### config.mk
export PLATFORM = sky130hd
export DESIGN_NAME = serial_pattern_gen
export DESIGN_NICKNAME = d
export VERILOG_FILES = /design/src/rtl/serial_pattern_gen.sv
export SDC_FILE = /design/constraint.sdc
export NUM_CORES = 1
export LEC_CHECK = 0
export BUFFER_PORTS_ARGS = -buffer_cell sky130_fd_sc_hd__buf_2
export CELL_PAD_IN_SITES_DETAIL_PLACEMENT = 0
export CELL_PAD_IN_SITES_GLOBAL_PLACEMENT = 1
export CORE_ASPECT_RATIO = 1.2
export CORE_MARGIN = 5
export CORE_UTILIZATION = 49
export CTS_CLUSTER_SIZE = 28
export DETAILED_ROUTE_END_ITERATION = 16
export MAX_ROUTING_LAYER = met4
export PLACE_DENSITY = 0.89
export SLEW_MARGIN = 10
export SYNTH_ARGS = -nofsm -noshare
export SYNTH_HDL_FRONTEND = slang
export SYNTH_SLANG_ARGS = --single-unit
### constraint.sdc
create_clock -name clk -period 7.7 [get_ports clk]
set_input_delay 1.155 -clock clk [delete_from_list [all_inputs] [get_ports clk]]
set_output_delay 1.155 -clock clk [all_outputs]
set_load 0.01 [all_outputs]
### src/rtl/serial_pattern_gen.sv
// serial_pattern_gen
// Shifts a parallel pattern out on `x`, MSB-first, one bit per enabled
// clock. The pattern is sent repeats+1 times, with `gap` idle cycles between
// frames, and a one-cycle `done` pulse marks the end of the transfer.
//
// Ports:
//   clk      in   system clock, rising edge
//   rst      in   asynchronous active-high reset
//   allow    in   global enable; when low, all state and outputs freeze
//   start    in   transfer request, sampled only in IDLE
//   pattern  in   WIDTH bits; the low `len` bits are sent, pattern[len-1] first
//   len      in   frame length (0 = empty transfer, values above WIDTH clamp)
//   repeats  in   extra frames (total frames = repeats+1); named `repeats`
//                 because `repeat` is a reserved word
//   gap      in   idle cycles between frames, none after the last frame
//   x        out  serial data (registered)
//   x_valid  out  high while x carries a pattern bit (registered)
//   busy     out  high in SEND and GAP (registered)
//   done     out  one-cycle completion pulse (registered)
module serial_pattern_gen #(
  parameter int WIDTH = 8,
  parameter int LENW  = 4,
  parameter int CNTW  = 4,
  parameter int GAPW  = 4
) (
  input  logic             clk,
  input  logic             rst,
  input  logic             allow,
  input  logic             start,
  input  logic [WIDTH-1:0] pattern,
  input  logic [LENW-1:0]  len,
  input  logic [CNTW-1:0]  repeats,
  input  logic [GAPW-1:0]  gap,
  output logic             x,
  output logic             x_valid,
  output logic             busy,
  output logic             done
);

  typedef enum logic [1:0] {
    IDLE = 2'd0,
    SEND = 2'd1,
    GAP  = 2'd2,
    FIN  = 2'd3
  } state_t;

  localparam logic [LENW-1:0] LEN_ZERO = LENW'(0);
  localparam logic [LENW-1:0] LEN_ONE  = LENW'(1);
  localparam logic [LENW-1:0] LEN_MAX  = LENW'(WIDTH);
  localparam logic [CNTW-1:0] CNT_ZERO = CNTW'(0);
  localparam logic [CNTW-1:0] CNT_ONE  = CNTW'(1);
  localparam logic [GAPW-1:0] GAP_ZERO = GAPW'(0);
  localparam logic [GAPW-1:0] GAP_ONE  = GAPW'(1);

  // Limit a requested frame length to the pattern width.
  function automatic logic [LENW-1:0] clamp_len(input logic [LENW-1:0] l);
    if (l > LEN_MAX) begin
      return LEN_MAX;
    end else begin
      return l;
    end
  endfunction

  state_t            state_r, state_s;
  logic [WIDTH-1:0]  pat_r, pat_s;
  logic [LENW-1:0]   len_r, len_s;
  logic [CNTW-1:0]   rep_r, rep_s;
  logic [GAPW-1:0]   gap_r, gap_s;
  logic [LENW-1:0]   idx_r, idx_s;
  logic [CNTW-1:0]   frm_r, frm_s;
  logic [GAPW-1:0]   gcnt_r, gcnt_s;
  logic [LENW-1:0]   len_req_s;

  logic              x_s, x_valid_s, busy_s, done_s;
  logic [LENW-1:0]   bit_sel_s;
  logic [WIDTH-1:0]  pat_shift_s;

  // State, transfer registers and outputs; everything holds while allow is low.
  always_ff @(posedge clk or posedge rst) begin
    if (rst) begin
      state_r <= IDLE;
      pat_r   <= {WIDTH{1'b0}};
      len_r   <= LEN_ZERO;
      rep_r   <= CNT_ZERO;
      gap_r   <= GAP_ZERO;
      idx_r   <= LEN_ZERO;
      frm_r   <= CNT_ZERO;
      gcnt_r  <= GAP_ZERO;
      x       <= 1'b0;
      x_valid <= 1'b0;
      busy    <= 1'b0;
      done    <= 1'b0;
    end else if (allow) begin
      state_r <= state_s;
      pat_r   <= pat_s;
      len_r   <= len_s;
      rep_r   <= rep_s;
      gap_r   <= gap_s;
      idx_r   <= idx_s;
      frm_r   <= frm_s;
      gcnt_r  <= gcnt_s;
      x       <= x_s;
      x_valid <= x_valid_s;
      busy    <= busy_s;
      done    <= done_s;
    end else begin
      state_r <= state_r;
      pat_r   <= pat_r;
      len_r   <= len_r;
      rep_r   <= rep_r;
      gap_r   <= gap_r;
      idx_r   <= idx_r;
      frm_r   <= frm_r;
      gcnt_r  <= gcnt_r;
      x       <= x;
      x_valid <= x_valid;
      busy    <= busy;
      done    <= done;
    end
  end

  // Next-state and next-counter logic.
  always_comb begin
    state_s   = state_r;
    pat_s     = pat_r;
    len_s     = len_r;
    rep_s     = rep_r;
    gap_s     = gap_r;
    idx_s     = idx_r;
    frm_s     = frm_r;
    gcnt_s    = gcnt_r;
    len_req_s = clamp_len(len);

    case (state_r)
      IDLE: begin
        if (start) begin
          pat_s  = pattern;
          len_s  = len_req_s;
          rep_s  = repeats;
          gap_s  = gap;
          idx_s  = LEN_ZERO;
          frm_s  = CNT_ZERO;
          gcnt_s = GAP_ZERO;
          if (len_req_s != LEN_ZERO) begin
            state_s = SEND;
          end else begin
            state_s = FIN;
          end
        end else begin
          state_s = IDLE;
        end
      end

      SEND: begin
        if (idx_r == len_r - LEN_ONE) begin
          if (frm_r == rep_r) begin
            state_s = FIN;
          end else begin
            frm_s  = frm_r + CNT_ONE;
            idx_s  = LEN_ZERO;
            gcnt_s = GAP_ZERO;
            if (gap_r != GAP_ZERO) begin
              state_s = GAP;
            end else begin
              state_s = SEND;
            end
          end
        end else begin
          idx_s = idx_r + LEN_ONE;
        end
      end

      GAP: begin
        if (gcnt_r == gap_r - GAP_ONE) begin
          state_s = SEND;
          idx_s   = LEN_ZERO;
          gcnt_s  = GAP_ZERO;
        end else begin
          gcnt_s = gcnt_r + GAP_ONE;
        end
      end

      FIN: begin
        state_s = IDLE;
      end

      default: begin
        state_s = IDLE;
      end
    endcase
  end

  // Output values for the cycle after the edge, derived from the next state so
  // that x/x_valid/busy/done can be registered without an extra cycle of lag.
  always_comb begin
    bit_sel_s   = len_s - LEN_ONE - idx_s;
    pat_shift_s = pat_s >> bit_sel_s;
    x_s         = 1'b0;
    x_valid_s   = 1'b0;
    busy_s      = 1'b0;
    done_s      = 1'b0;

    case (state_s)
      SEND: begin
        x_s       = pat_shift_s[0];
        x_valid_s = 1'b1;
        busy_s    = 1'b1;
      end
      GAP: begin
        busy_s = 1'b1;
      end
      FIN: begin
        done_s = 1'b1;
      end
      default: begin
        x_s = 1'b0;
      end
    endcase
  end

endmodule

## After elaboration in Yosys (flattened, before gate mapping)

Index checks and enable logic that the tools add are counted.

| storage, ports and cells | value |
|---|---|
| bits in latches | 0 |
| logic and storage cells | 71 |
| bits in read-only memories | 0 |
| output and inout port bits | 4 |
| memories | 0 |
| input bits | 24 |
| bits in registers | 38 |
| RAM bits | 0 |

| cells by class | value |
|---|---|
| shift-type cells | 1 |
| div/mod/pow operators | 0 |
| equality and inequality tests | 12 |
| $add $sub $neg | 7 |
| $mul | 0 |
| bitwise operators | 0 |
| multiplexer cells | 29 |
| $lt $le $gt $ge | 1 |
| reductions and logical operators | 9 |

Operators with widths:

| kind | count |
|---|---|
| 4-bit two-way mux | 13 |
| 4-bit case mux with 3 select lines | 2 |
| 8-bit two-way mux | 2 |
| 4-bit by 1-bit adder with 4-bit output, second input constant | 3 |
| 4-bit equality test | 3 |
| 2-bit two-way mux | 6 |
| 4-bit by 1-bit subtractor with 4-bit output, second input constant | 3 |
| 5-bit AND reduction | 2 |
| 2-bit equality test, second input constant | 4 |
| 2-bit case mux with 4 select lines | 1 |
| 4-bit case mux with 2 select lines | 1 |
| 4-bit nonzero test | 2 |
| 8-bit by 4-bit right shift with 1-bit output | 1 |
| 2-bit != test, second input constant | 3 |
| 2-bit by 1-bit equality test with 1-bit output, second input constant | 2 |
| 4-bit > comparator, second input constant | 1 |
| 1-bit two-way mux | 4 |
| 4-bit subtractor | 1 |
| 3-bit AND reduction | 1 |
| 3-bit nonzero test | 1 |
| 2-bit logical NOT | 1 |
| 2-bit nonzero test | 1 |
| 2-bit OR reduction | 1 |

## Longest topological paths before layout

Gate-level depths: netlist of the first run.

| depth | value |
|---|---|
| depth after elaboration | 9 |
| mapped depth | 17 |

## Least setup slack after synthesis of the first run

Ideal clock, no wire load.

| path | value |
|---|---|
| kind | input-to-reg |
| start point | input start |
| end point | register x |
| setup slack | 3.821 ns |
| cell stages on the path | 12 |
| arrival time | 3.739 ns |
| required time | 7.559 ns |
| buffers on the path | 1 |
| path through | or3b_1 -> buf_1 -> o21ai_0 -> ha_1 -> inv_1 -> fa_1 -> xnor2_1 -> mux4_2 -> mux2i_1 -> a2111oi_2 -> o311ai_1 -> o311ai_1 |

| on the way | value |
|---|---|
| longest elaborated chain between the ends | 6 |
| elaborated cells on any way between the ends | 13 |
| those cells by class | add/sub: 2; eq/ne: 1; shift: 1; mux: 9 |

RTL lines:

| item | RTL line | source |
|---|---|---|
| from (decl) | 29 | `input logic start,` |
| 4-bit two-way mux | 136 | `if (start) begin` |
| 4-bit two-way mux | 134 | `case (state_r)` |
| named net len_s[0] | 66 | `logic [LENW-1:0] len_r, len_s;` |
| 4-bit by 1-bit subtractor with 4-bit output | 196 | `bit_sel_s = len_s - LEN_ONE - idx_s;` |
| 4-bit subtractor | 196 |  |
| 8-bit by 4-bit right shift with 1-bit output | 197 | `pat_shift_s = pat_s >> bit_sel_s;` |
| 1-bit two-way mux | 203 | `case (state_s)` |
| to (signal assigned) | 102 | `x <= x_s;` |
| to (decl) | 34 | `output logic x,` |

The timed path passes the listed nets, and every way through them passes these cells.
A chain may end at the register's enable or synchronous reset.

## Final worst setup path of the first run

| path | value |
|---|---|
| start point | register gap_r[0] |
| end point | register x |

| on the way | value |
|---|---|
| longest elaborated chain between the ends | 7 |
| elaborated cells on any way between the ends | 14 |
| those cells by class | add/sub: 2; eq/ne: 2; shift: 1; mux: 8; reduce/logical: 1 |

RTL lines:

| item | RTL line | source |
|---|---|---|
| from (decl) | 68 | `logic [GAPW-1:0] gap_r, gap_s;` |
| from (signal assigned) | 98 | `gap_r <= gap_s;` |
| from (signal assigned) | 111 | `gap_r <= gap_r;` |
| 4-bit by 1-bit subtractor with 4-bit output / 4-bit nonzero test (equally long branches) | 174, 162 |  |
| 4-bit equality test / 2-bit two-way mux (equally long branches) | 174, 162 |  |
| 4-bit two-way mux / 2-bit two-way mux (equally long branches) | 174, 156 |  |
| 4-bit case mux with 3 select lines / 2-bit two-way mux (equally long branches) | 134, 155 |  |
| 4-bit subtractor / 2-bit case mux with 4 select lines (equally long branches) | 196, 134 |  |
| 8-bit by 4-bit right shift with 1-bit output / 2-bit by 1-bit equality test with 1-bit output (equally long branches) | 197, 203 |  |
| 1-bit two-way mux (*) | 203 |  |

Every way passes the cells marked *; elsewhere a longest branch is shown, timed or not.

==> results.md, run 1 <==
* Outcome: completed
* Final Hold Vio Count at 0
* Clock transition at path regs at 70 ps
* Fin. max-slew vios at 0
* Largest net degree at the start of global routing at 39
* Ys async rst share at 100%
* Total routed wirelength at roughly 4800 um
* RSZ-0062 raised after global routing: false
* First-pass GRT wire length at 8550 um
* DR iter-0 viols at 77
* # setup viols final at 0
* Post-synth EDFFs at 0
* P_leak at 1.27 nW
* Synth cell types at 49
* Biggest area consumer among synthesized cells: dfrtp_1
* Mapped cell area at around 2400 um^2
* Min Clock Period, post-route at 4160 ps
* Final period utilization at 54.0%
* Area of the core at 4830 um^2
* Max-cap violations at 0
* Postcts setup bufs at 0
* GRT Util Overall at 17.8%
* Clk sinks at 38
* DRC Markers at 0
* Synth top area share at 39.6%
* GPL Wtd Cong at 0.782
* Post-Syn Instances at 236
* Wire per inst at 14.8 um
* Count leader, synth: dfrtp_1
* Worst min-delay path category: reg2reg
* CP endpoint kind: flip-flop
* Post-CTS Hold Buffers at 0
* H-tree depth at 2
* Die width at roughly 74 um
* Vias in the first global route at 1893
* Max transition margin at 34.8%
* Layout cells sized above 1 at 24.8%
* Pwr/cell area at 404 nW/um^2
* Synth Register Bits at 38
* CTS tree: done
* Total grt overflow at 0
* Worst clock skew at around 7.3 ps
* Main synth FF type: dfrtp_1
* Antenna Nets Post-Route at 0
* Vias/cell at 5.52
* First drt pass iteration count at 4
* Nets at approximately 300
* CP Launch Type: flip-flop
* Port Buffer Count at 27
* Via count at 1800
* CTS Buffer Depth at 2
* Signal arrival time at the worst endpoint at 4350 ps
* Synthesis-to-finish area growth at 12.3%
* Worst EP required at 7890 ps
* Hpwl dp at 3670 um
* Type of the worst setup path: reg2reg
* Register area share after synthesis at 39.6%
* Diodes inserted at 0
* Post-Route Setup TNS at 0 ps
* Fmax at 0.240 GHz
* Latest clock arrival within the worst-skew pair at 300 ps
* Syn_nets at 272
* Actual slew at the worst max-slew pin at between 900 and 1000 ps
* Synth warn at 0
* Die height at slightly below 90 um
* Initial antenna violation count at 0
* Crit Path Max Fanout at 10
* Root Buffer: clkbuf_8
* CTS buffer count at 5
* Area contributors post-synth: dfrtp_1 40%, mux2_2 9.8%, ha_1 5.7%, nand2_1 4.7%, xor2_1 2.9%
* Resized Gates After CTS at 0
* Worst hold slack at 511 ps
* Row count at 28
* Final Power at 1.09 mW
* VDD IR-drop max at 0.244 mV
* Syn Area/Cell at 10.2 um^2
* I/O pin cnt at 28
* Die ar. at 6410 um^2
* Post-synth top cells: 38 x dfrtp_1, 30 x nand2_1, 21 x mux2_2
* Initial Utilization at 49.7%
report_power, final:
| part | internal (mW) | switching [mW] | total [mW] |
|---|---|---|---|
| clock | 0.0954 | 0.0737 | 0.169 |
| combinational | 0.274 | 0.277 | 0.552 |
| sequential | 0.281 | 0.0874 | 0.369 |
| total | 0.651 | 0.438 | 1.09 |
cell usage in the layout, fill, tap and decap left out, types with 3 or more instances in the layout:
master    count
a21oi_1       9
a22o_1        3
buf_2        27
clkbuf_8      5
dfrtp_1      38
ha_1         11
inv_1        14
mux2_2       21
mux2i_1       4
nand2_1      30
nand2b_1      7
nand3_1       9
nor2_1        5
nor3_1        6
nor4_1        4
o211ai_1      4
o21ai_0      10
o21ai_1       4
or3_1         3
xnor2_1       7
xor2_1        8
metal layers:
layer	up-vias	GRT usage, %	wire (um)
met5	-	-	0
li1	902	-	-
met4	0	6.26	91
met1	866	20.9	2140
met3	8	3.83	145
met2	24	29.7	2440
worst paths after layout:
| check | startpoint | end | slack (ps) | cells past startpoint |
|---|---|---|---|---|
| worst min-delay path | gcnt_r[2] | gcnt_r[2] | 510 | 1 |
| min in group asynchronous | rst | x_valid | 960 | 3 |
| worst max-delay path | gap_r[0] | x | 3540 | 17 |
| worst max register to register | gap_r[0] | x | 3540 | 17 |
| max in group asynchronous | rst | gcnt_r[0] | 6410 | 3 |
| worst min register to register | gcnt_r[2] | gcnt_r[2] | 510 | 1 |
critical path, stage by stage, from the launching register on:
cell	delay [ps]
dfrtp_1	400
inv_1	80
ha_1	300
xnor2_1	120
nor3_1	280
a211oi_2	210
a31oi_1	240
nand2_1	130
mux2i_1	180
ha_1	190
inv_1	50
fa_1	370
xnor2_1	390
mux4_2	290
mux2i_1	70
a2111oi_2	420
nand2_1	80
o311ai_1	240
area by class of cell:
| type | instances | area (um^2) |
|---|---|---|
| fill | 444 | 2130 |
| multi-input combinational | 177 | 1360 |
| sequential | 38 | 951 |
| timing repair buffer | 29 | 150 |
| tap | 60 | 75.1 |
| clock buffer | 5 | 68.8 |
| inverter | 14 | 52.6 |
| clock inverter | 3 | 40.0 |
cell families (layout without fill, tap and decap cells):
group | Yosys count | in the layout | synth area share [%]
AOI/OAI and AO/OA | 46 | 46 | 13.1
xor gates and xnor gates | 17 | 17 | 7.39
adders and majority gates | 12 | 12 | 6.56
buffers and inverters | 21 | 51 | 3.75
DFF | 38 | 38 | 39.6
muxes | 27 | 27 | 13.4
and+or+nand+nor | 75 | 75 | 16.3
registers in the layout, indices dropped and copies added (netlist names):
name     count
state_r      2
done         1
gap_r        4
busy         1
rep_r        4
frm_r        4
x_valid      1
len_r        4
pat_r        8
x            1
gcnt_r       4
idx_r        4
stage by stage:
stage / instance area [um^2] / utilization, % / setup WS (ps) / instances
after detailed placement: 2590 / 53.6 / 3470 / 318
final: 2700 / 55.8 / 3540 / 326
after global placement: 2590 / 53.6 / 3580 / 318
after global routing: 2700 / 55.8 / 3100 / 326
after floorplan: 2400 / - / 3820 / 236
after CTS: 2700 / 55.8 / 3490 / 326
(Power assumes the default switching activity.)
==> run 2, diff against run 1 <==
--- a/config.mk
+++ b/config.mk
@@ -10,11 +10,11 @@
 export CELL_PAD_IN_SITES_GLOBAL_PLACEMENT = 1
 export CORE_ASPECT_RATIO = 1.2
 export CORE_MARGIN = 5
-export CORE_UTILIZATION = 49
+export CORE_UTILIZATION = 46
 export CTS_CLUSTER_SIZE = 28
 export DETAILED_ROUTE_END_ITERATION = 16
 export MAX_ROUTING_LAYER = met4
-export PLACE_DENSITY = 0.89
+export PLACE_DENSITY = 0.84
 export SLEW_MARGIN = 10
 export SYNTH_ARGS = -nofsm -noshare
 export SYNTH_HDL_FRONTEND = slang
==> constraint.sdc (replaced) <==
create_clock -name clk -period 4 [get_ports clk]
set_input_delay 0.6 -clock clk [delete_from_list [all_inputs] [get_ports clk]]
set_output_delay 0.6 -clock clk [all_outputs]
set_load 0.01 [all_outputs]
==> run 2 against run 1 <==
Clock power grew 62%; clock skew grew 1.9 ps; via count grew 2.4%; non-clock buffer count grew 6; setup slack lost 3300 ps; cell count grew 1.8%; critical path depth is the same; cell area grew 2.6%; combinational power grew 130%; core utilization shrank 0.53 points; wire length grew 0.48%; die area grew 5.7%; critical path type unchanged; critical endpoint unchanged; largest cell class unchanged.
==> results.md, run 2 (synthesis results as in run 1) <==
* Total grt overflow at 0 (unchanged)
* Root Buffer: clkbuf_8 (unchanged)
* Post-CTS Hold Buffers at 0 (unchanged)
* P_leak at 1.29 nW (was 1.27 nW)
* CTS tree: done (unchanged)
* Wire per inst at 14.6 um (was 14.8 um)
* First drt pass iteration count at 4 (unchanged)
* CTS buffer count at 5 (unchanged)
* Actual slew at the worst max-slew pin at 1040 ps (was 976 ps)
* Vias/cell at 5.55 (was 5.52)
* Initial antenna violation count at 0 (unchanged)
* Type of the worst setup path: reg2reg (unchanged)
* Design Area, Final at 2770 um^2 (was 2700 um^2)
* Final Power at 2.23 mW (was 1.09 mW)
* CP endpoint kind: flip-flop (unchanged)
* Die width at 76.0 um (was 73.9 um)
* Signal arrival time at the worst endpoint at 3910 ps (was 4350 ps)
* Clock transition at path regs at 70 ps (about the same)
* Antenna Nets Post-Route at 0 (unchanged)
* CTS Buffer Depth at 2 (unchanged)
* Vias in the first global route at 1856 (was 1893)
* DRC Markers at 0 (unchanged)
* Largest net degree at the start of global routing at 29 (was 39)
* Most frequent cells in the layout: 37 x dfrtp_1, 30 x nand2_1, 27 x buf_2 (was 38 x dfrtp_1, 30 x nand2_1, 27 x buf_2)
* DR iter-0 viols at 83 (was 77)
* Final Hold Vio Count at 0 (unchanged)
* Die height at 89.2 um (was 86.7 um)
* H-tree depth at 2 (unchanged)
* Diodes inserted at 0 (unchanged)
* Commonest non-fill, non-tap cell in the layout: dfrtp_1 (unchanged)
* Final period utilization at 94.0% (was 54.0%)
* Worst EP required at 4160 ps (was 7890 ps)
* Multi-input combinational cell area at 1410 um^2 (was 1360 um^2)
* Die ar. at 6780 um^2 (was 6410 um^2)
* First-pass GRT wire length at 8450 um (was 8550 um)
* Area of the core at 5010 um^2 (was 4830 um^2)
* Initial Utilization at 48.0% (was 49.7%)
* Via count at 1844 (was 1800)
* Row count at 28 (unchanged)
* Total placed instance area at 2630 um^2 (was 2590 um^2)
* Pwr/cell area at 804 nW/um^2 (was 404 nW/um^2)
* Nets at 307 (was 301)
* Most flop-heavy register: pat_r (unchanged)
* GRT Util Overall at 16.0% (was 17.8%)
* Synthesis-to-finish area growth at 15.3% (was 12.3%)
* Max-cap violations at 0 (unchanged)
* VDD IR-drop max at 0.573 mV (was 0.244 mV)
* # setup viols final at 0 (unchanged)
* Fin. max-slew vios at 0 (unchanged)
* Seq. cell area at 952 um^2 (was 951 um^2)
* Port Buffer Count at 27 (unchanged)
* GPL Wtd Cong at 0.854 (was 0.782)
* Crit Path Max Fanout at 4 (was 10)
* Worst clock skew at 9.26 ps (was 7.31 ps)
* Post-Route Setup TNS at 0 ps (unchanged)
* Max transition margin at 30.4% (was 34.8%)
* Fin util at 55.3% (was 55.8%)
* Worst min-delay path category: reg2reg (unchanged)
* Total routed wirelength at 4840 um (was 4820 um)
* Clk sinks at 38 (unchanged)
* Layout cells sized above 1 at 28.3% (was 24.8%)
* Hpwl dp at 3700 um (was 3670 um)
* I/O pin cnt at 28 (unchanged)
* CP Launch Type: flip-flop (unchanged)
* Fmax at 0.266 GHz (was 0.240 GHz)
* Latest clock arrival within the worst-skew pair at 290 ps (was 300 ps)
* Max reg flops at 8 (unchanged)
* Min Clock Period, post-route at 3760 ps (was 4160 ps)
* Outcome: completed (unchanged)
* Fillers at 459 (was 444)
==> run 2: area by class of cell <==
| type | instances | share of cell area, % |
|---|---|---|
| clock buffers | 7 | 3.12 |
| clock inverters | 1 | 0.181 |
| inverters | 14 | 1.90 |
| multi-input cells | 177 | 50.7 |
| flip-flops and latches | 38 | 34.4 |
| well taps | 60 | 2.71 |
| repair buffers | 35 | 7.04 |
==> run 2: layer usage <==
| layer | vias up | part of all wire, % | wire, um | global-route usage, % |
|---|---|---|---|---|
| met5 | - | 0 | 0 | - |
| met4 | 0 | 1.3 | 61 | 5.18 |
| met3 | 6 | 3.2 | 153 | 2.92 |
| met2 | 33 | 48 | 2340 | 26.6 |
| met1 | 882 | 47 | 2280 | 19.8 |
| li1 | 923 | - | - | - |
==> run 2: what timing repair did <==
item | in CTS | in global routing
buffers inserted | 0 | 1
gates resized for setup | 0 | 8
endpoints found under the setup margin | 0 | 1
==> run 2: worst max-delay path, cell delays in order, from the launching register on <==
cell and delay [ps]:
dfrtp_1 410, inv_1 90, ha_1 160, xor3_1 230
nor3_2 210, a211oi_2 100, a31oi_1 190, nand2_1 110
mux2i_1 170, ha_2 200, inv_1 50, fa_1 400
xnor2_2 230, mux4_2 560, mux2i_4 170, a2111oi_4 100
o311ai_1 90, o311ai_1 130
==> run 2: power breakdown <==
group          internal, mW  leakage, nW  switching (mW)  total, mW
combinational         0.636        0.763           0.615       1.25
sequential            0.543        0.480           0.161      0.704
clock                 0.139       0.0482           0.134      0.274
==> run 2: per-stage QoR <==
| step | worst slack, ps | std cells | hold WS [ps] |
|---|---|---|---|
| 2_1_floorplan | 239 | 236 | 461 |
| 5_1_grt | -66.2 | 332 | 535 |
| 4_1_cts | 34.8 | 331 | 509 |
| 3_5_place_dp | 44.3 | 323 | 493 |
| 6_report | 241 | 332 | 506 |
| 3_3_place_gp | 170 | 323 | 486 |
==> run 2: final timing paths <==
path | start | endpoint | slack [ps] | cells after the start
hold reg to reg | x | x | 510 | 2
min in group asynchronous | rst | gap_r[3] | 550 | 2
setup reg to reg | gap_r[0] | x | 240 | 17
hold / removal | x | x | 510 | 2
setup / recovery | gap_r[0] | x | 240 | 17
max in group asynchronous | rst | len_r[0] | 2690 | 3
